File: src/rtl/button_debounce_bank.sv
// Multi-channel button debouncer with a shared sample-tick prescaler and press/release pulses.
// Define DEB_AUTOREPEAT_EN to add per-channel auto-repeat press pulses while a button is held.
module button_debounce_bank #(
    parameter int              N_CH         = 5,
    parameter int              SAMPLE_DIV   = 100000,
    parameter int              STABLE_TICKS = 8,
    parameter logic [N_CH-1:0] IN_INVERT    = '0,
    parameter int              REPEAT_DELAY = 40,
    parameter int              REPEAT_RATE  = 10
) (
    input  logic            clk,
    input  logic            rst_n,
    input  logic [N_CH-1:0] btn_in,
    output logic [N_CH-1:0] btn_level,
    output logic [N_CH-1:0] btn_press,
    output logic [N_CH-1:0] btn_release,
    output logic            any_press
);

    localparam int              DIV_W   = (SAMPLE_DIV > 1) ? $clog2(SAMPLE_DIV) : 1;
    localparam logic [DIV_W-1:0] DIV_MAX = DIV_W'(SAMPLE_DIV - 1);
    localparam int              CNT_W   = $clog2(STABLE_TICKS + 1);
    localparam logic [CNT_W-1:0] CNT_MAX = CNT_W'(STABLE_TICKS - 1);

    logic [N_CH-1:0]  meta_q;
    logic [N_CH-1:0]  sync_q;
    logic [DIV_W-1:0] div_q, div_d;
    logic             tick;
    logic [CNT_W-1:0] cnt_q [N_CH];
    logic [CNT_W-1:0] cnt_d [N_CH];
    logic [N_CH-1:0]  btn_level_q, btn_level_d;
    logic [N_CH-1:0]  rise_d;
    logic [N_CH-1:0]  btn_press_q, btn_press_d;
    logic [N_CH-1:0]  btn_release_q, btn_release_d;
    logic             any_press_q, any_press_d;

    always_comb begin
        tick  = (div_q == DIV_MAX);
        div_d = tick ? '0 : div_q + 1'b1;
    end

    always_comb begin
        // NOTE: every output of this block gets a default first so no path leaves it unassigned (no latches).
        for (int i = 0; i < N_CH; i++) begin
            cnt_d[i]         = cnt_q[i];
            btn_level_d[i]   = btn_level_q[i];
            rise_d[i]        = 1'b0;
            btn_release_d[i] = 1'b0;
            if (tick) begin
                if (sync_q[i] != btn_level_q[i]) begin
                    if (cnt_q[i] == CNT_MAX) begin
                        btn_level_d[i]   = sync_q[i];
                        cnt_d[i]         = '0;
                        rise_d[i]        = sync_q[i];
                        btn_release_d[i] = ~sync_q[i];
                    end else begin
                        cnt_d[i] = cnt_q[i] + 1'b1;
                    end
                end else begin
                    // Agreement with the accepted level means the input bounced back.
                    cnt_d[i] = '0;
                end
            end
        end
    end

`ifdef DEB_AUTOREPEAT_EN
    localparam int              REP_W      = $clog2(REPEAT_DELAY + 1);
    localparam logic [REP_W-1:0] REP_LAST   = REP_W'(REPEAT_DELAY - 1);
    localparam logic [REP_W-1:0] REP_RELOAD = REP_W'(REPEAT_DELAY - REPEAT_RATE);

    logic [REP_W-1:0] rep_q [N_CH];
    logic [REP_W-1:0] rep_d [N_CH];
    logic [N_CH-1:0]  rep_fire;

    always_comb begin
        for (int i = 0; i < N_CH; i++) begin
            rep_d[i]    = rep_q[i];
            rep_fire[i] = 1'b0;
            // Cleared while released, on the press edge and on the release edge.
            if (!btn_level_q[i] || !btn_level_d[i]) begin
                rep_d[i] = '0;
            end else if (tick) begin
                if (rep_q[i] == REP_LAST) begin
                    rep_fire[i] = 1'b1;
                    rep_d[i]    = REP_RELOAD;
                end else begin
                    rep_d[i] = rep_q[i] + 1'b1;
                end
            end
        end
    end

    always_ff @(posedge clk or negedge rst_n) begin
        if (!rst_n) begin
            for (int i = 0; i < N_CH; i++) rep_q[i] <= '0;
        end else begin
            for (int i = 0; i < N_CH; i++) rep_q[i] <= rep_d[i];
        end
    end

    assign btn_press_d = rise_d | rep_fire;
`else
    assign btn_press_d = rise_d;
`endif

    assign any_press_d = |btn_press_d;

    // NOTE: sequential state uses non-blocking assignments so every flop samples pre-edge values.
    always_ff @(posedge clk or negedge rst_n) begin
        if (!rst_n) begin
            meta_q        <= '0;
            sync_q        <= '0;
            div_q         <= '0;
            btn_level_q   <= '0;
            btn_press_q   <= '0;
            btn_release_q <= '0;
            any_press_q   <= 1'b0;
            // NOTE: the counter array is a handful of flops, not RAM, so resetting it costs nothing.
            for (int i = 0; i < N_CH; i++) cnt_q[i] <= '0;
        end else begin
            meta_q        <= btn_in ^ IN_INVERT;
            sync_q        <= meta_q;
            div_q         <= div_d;
            btn_level_q   <= btn_level_d;
            btn_press_q   <= btn_press_d;
            btn_release_q <= btn_release_d;
            any_press_q   <= any_press_d;
            for (int i = 0; i < N_CH; i++) cnt_q[i] <= cnt_d[i];
        end
    end

    assign btn_level   = btn_level_q;
    assign btn_press   = btn_press_q;
    assign btn_release = btn_release_q;
    assign any_press   = any_press_q;

endmodule

File: config.mk
export PLATFORM = sky130hd
export DESIGN_NAME = button_debounce_bank
export DESIGN_NICKNAME = d
export VERILOG_FILES = /design/src/rtl/button_debounce_bank.sv
export SDC_FILE = /design/constraint.sdc
export NUM_CORES = 1
export LEC_CHECK = 0
export ABC_CLOCK_PERIOD_IN_PS = 4440
export CORE_MARGIN = 2
export CORE_UTILIZATION = 40
export DETAILED_ROUTE_END_ITERATION = 12
export GPL_TIMING_DRIVEN = 0
export MAX_ROUTING_LAYER = met4
export PLACE_DENSITY = 0.61
export SLEW_MARGIN = 10
export SYNTH_ARGS = -nofsm -noshare
export SYNTH_HDL_FRONTEND = slang
export SYNTH_SLANG_ARGS = --single-unit
File: constraint.sdc
create_clock -name clk -period 4.44 [get_ports clk]
set_input_delay 0.888 -clock clk [delete_from_list [all_inputs] [get_ports clk]]
set_output_delay 0.888 -clock clk [all_outputs]
set_load 0.005 [all_outputs]
# Word level (Yosys, flattened, before mapping)
# Cells that the tools add are included.
# totals
elab_cells	85
reg_bits	63
output_inout_bits	16
# op_classes
n_addsub	6
eq_ne	11
muxes	41
n_reduce_logical	6
bitwise	5
# op_table
op	count
4-bit 2-to-1 mux	10
1-bit 2-to-1 mux	30
4-bit by 1-bit adder with 4-bit output, second input constant	5
4-bit by 3-bit equality test with 1-bit output, second input constant	5
17-bit by 1-bit adder with 17-bit output, second input constant	1
17-bit equality test, second input constant	1
17-bit 2-to-1 mux	1
3-bit AND reduction	5
1-bit != test	5
1-bit inverter	5
5-bit OR reduction	1

# Logic depth before layout (Yosys ltp)
# logic_depth
depth_word	5
ltp_mapped	8
ltp_nobuf	5

# Least setup slack after synthesis
# OpenSTA, ideal clock, no wires.
# synth_path
kind	flip-flop to flip-flop
start	reg div_q[0]
end	reg cnt_q[11] (netlist bit)
setup_ns	0.087
slack_ns	2.419
required_ns	4.353
arrival_time_ns	1.934
path_stages_with_launch	9
synth_period_minus_slack_ns	2.021
path_cell_list	dfrtp_1 ha_1 nand2_1 or4b_1 buf_2 or2_1 buf_6 buf_6 o211ai_1
# synth_between
elab_chain_len	1
# synth_rtl
element	line	rtl
start, declared	27	logic [DIV_W-1:0] div_q, div_d;
start signal, assigned	124	div_q <= div_d;
17-bit equality test	38	tick = (div_q == DIV_MAX);
end, declared	29	logic [CNT_W-1:0] cnt_q [N_CH];
# No other way between the ends.
# A chain may end at the register's enable or synchronous reset.

# Final worst setup path
# layout_path
start	reg div_q[0]
end	reg cnt_q[18] (netlist bit)
# The elaborated chain is that of the path after synthesis.

==> run metrics <==
Fin Hold WS=0.351 ns; sequential cell fraction of total power=53.4%; power share of the clock group=44.2%; CTS Hold Bufs=0; remaining antenna violation count=0; Clk Latency, worst-skew pair=0.34 ns; Yosys top cell by area=dfrtp_1; number of nets in the layout=303; initial antenna violation count=0; Sw Ratio=20.3%; num ports=23; vias in the first global route=1934; routed vias=2039; placed cell count=375; Hold Crit Class=reg2reg; fin crit period=2.33 ns; cell leakage power=1.43 nW; area growth from synthesis to layout=18.5%; Worst EP arrival=2.54 ns; total CTS buffers=9; GR peak layer=met2; VDD IR max=0.132 mV; max cap viols=0; Syn. warnings=0; crit path buf inv count=2; setup violators final=0; delay-heaviest family, CP=simple AND/OR/NAND/NOR gates; Avg Synthesized Cell Area=11.0 um^2; worst path required time=4.65 ns; Core Util, Final=49.1%; grt met3 use=5.09%; Wirelength per Cell=14.2 um; ys async rst share=100%; status=finished clean; Die Wd=88.1 um; post-DP HPWL=3650 um; combinational fraction of design power=2.3%; final worst-path cycle share=52.4%; DRT iter0 DRCs=127; Multi-input gate area=1170 um^2; crit-path cells=ha_1, nand2_1, or4b_1, buf_2, clkbuf_1, o31ai_1, o41ai_2; Worst Path Class, Setup=reg2reg; Root Buffer=clkbuf_8; crit end category=flip-flop; RSZ-0062 raised after global routing=no; largest net degree at the start of global routing=64; Rows=30; sequential area share after synthesis=55.7%; gr ovfl total=0; most common cell in the netlist=dfrtp_1; Vias/cell=5.26; PD cells=325 nW/um^2; Post-synth top cells=63 x dfrtp_1, 21 x nor2_1, 15 x nand3_1; Post-synth EDFFs=0; peak per-stage delay on the critical path=0.48 ns; post-cts sizing count=0; Setup WS pre-CTS=2.10 ns; Slew headroom=47.3%; Max Clock Skew=0.00609 ns; Yosys reg bits=63; Int Pwr=868 uW; met1 global-route usage=22.5%; Slew @ Worst Pin=0.791 ns; CP max FO=10; Worst-path clk slew=0.07 ns; CTS tree=built; # H-tree levels=3; Most used DFF post-synth=dfrtp_1; Initial Util=41.4%; net switching power=222 uW; Slew Viols, Final=0; Fillers=648; gr usage total=17.0%; top post-synthesis cells by area=dfrtp_1 56%, xnor2_1 3.7%, xor2_1 3.1%; Syn Inst Count=257; Sink Count=63; area share of the largest cell type after synthesis=55.7%; slowest CP cell=or4b_1; first drt pass iteration count=4; final setup TNS=0 ns; layout cell share with drive strength beyond 1=8.90%; core area=6830 um^2; synthesized cell area=2830 um^2; first-pass GRT wire length=9630 um; setup bufs post-CTS=0; Reg area=1580 um^2; CP startpoint kind=flip-flop; Die Ht=88.1 um; final WL=5510 um; Buffers on Ports=22; Final GP Congestion=0.853; Diodes inserted=0; Die ar.=7770 um^2; unique cell type count in the Yosys netlist=33; routing usage on met2=24.4%; final worst slack=2.11 ns; syn_nets=270; Residual DRC=0; final hold violation count=0; achievable frequency=430 MHz; clk buf depth=2; Non-Filler Instances=388
## worst paths after layout
kind	from	to	slack [ns]	cells after the start
hold reg to reg	meta_q[1]	sync_q[1]	0.35	0
max in group asynchronous	rst_n	meta_q[2]	3.28	1
setup / recovery	div_q[0]	cnt_q[18]	2.11	7
min in group asynchronous	rst_n	cnt_q[6]	0.63	1
setup reg to reg	div_q[0]	cnt_q[18]	2.11	7
hold / removal	meta_q[1]	sync_q[1]	0.35	0
## power groups by stage
stage | logic, mW | clock network (mW) | registers, mW
after detailed placement | 0.0266 | 0 | 0.593
final | 0.0256 | 0.482 | 0.583
after global placement | 0.0266 | 0 | 0.593
after floorplan | 0.00823 | 0 | 0.592
after CTS | 0.0269 | 0.498 | 0.583
after global routing | 0.0297 | 0.527 | 0.583
## placed cells by master, fill, tap and decap left out, drive strengths merged, types with 11 or more instances in the layout
cell type / instances
dfrtp: 63
o21ai: 25
nor2: 21
clkdlybuf4s50: 21
clkbuf: 16
nand3: 15
nand2: 12
xnor2: 12
o31ai: 11
## worst register-to-register path: stages (launching register included)
cell      delay (ns)
dfrtp_1         0.42
ha_1            0.31
nand2_1         0.07
or4b_1          0.48
buf_2           0.18
clkbuf_1        0.29
o31ai_1         0.34
o41ai_2         0.11
## stage by stage
stage / power [mW] / instance area, um^2
after floorplan: 0.600 / 2830
after global routing: 1.14 / 3350
after global placement: 0.620 / 3170
after detailed placement: 0.620 / 3170
final: 1.09 / 3350
after CTS: 1.11 / 3350
## state kept, by name (all words and copies together) (netlist names)
signal and cells:
btn_press 5, btn_level 5, div_q 17, meta_q 5, sync_q 5, cnt_q 20, btn_release 5, any_press 1
## layout make-up
class,count,share of cell area [%]
clock buffers,12,4.63
repair buffers,22,6.49
multi-input cells,179,35.0
clock inverters,1,0.895
plain buffers,9,1.75
inverters,6,0.671
well taps,96,3.58
flip-flops and latches,63,47.0
## per-layer routing
metal / wire length, um / share of wire, % / vias up
met2: 2550 / 46 / 37
li1: - / - / 984
met1: 2660 / 48 / 1009
met3: 210 / 3.8 / 9
met5: 0 / 0 / -
met4: 94 / 1.7 / 0
## kinds of logic after synthesis
kind of cell | share of synthesized area (%)
and+or+nand+nor | 20.6
DFF | 55.7
AOI/OAI and AO/OA | 9.37
xor gates and xnor gates | 6.80
buffers and inverters | 2.87
adders and majority gates | 2.65
muxes | 1.99
Power figures use the tool's default switching activity.
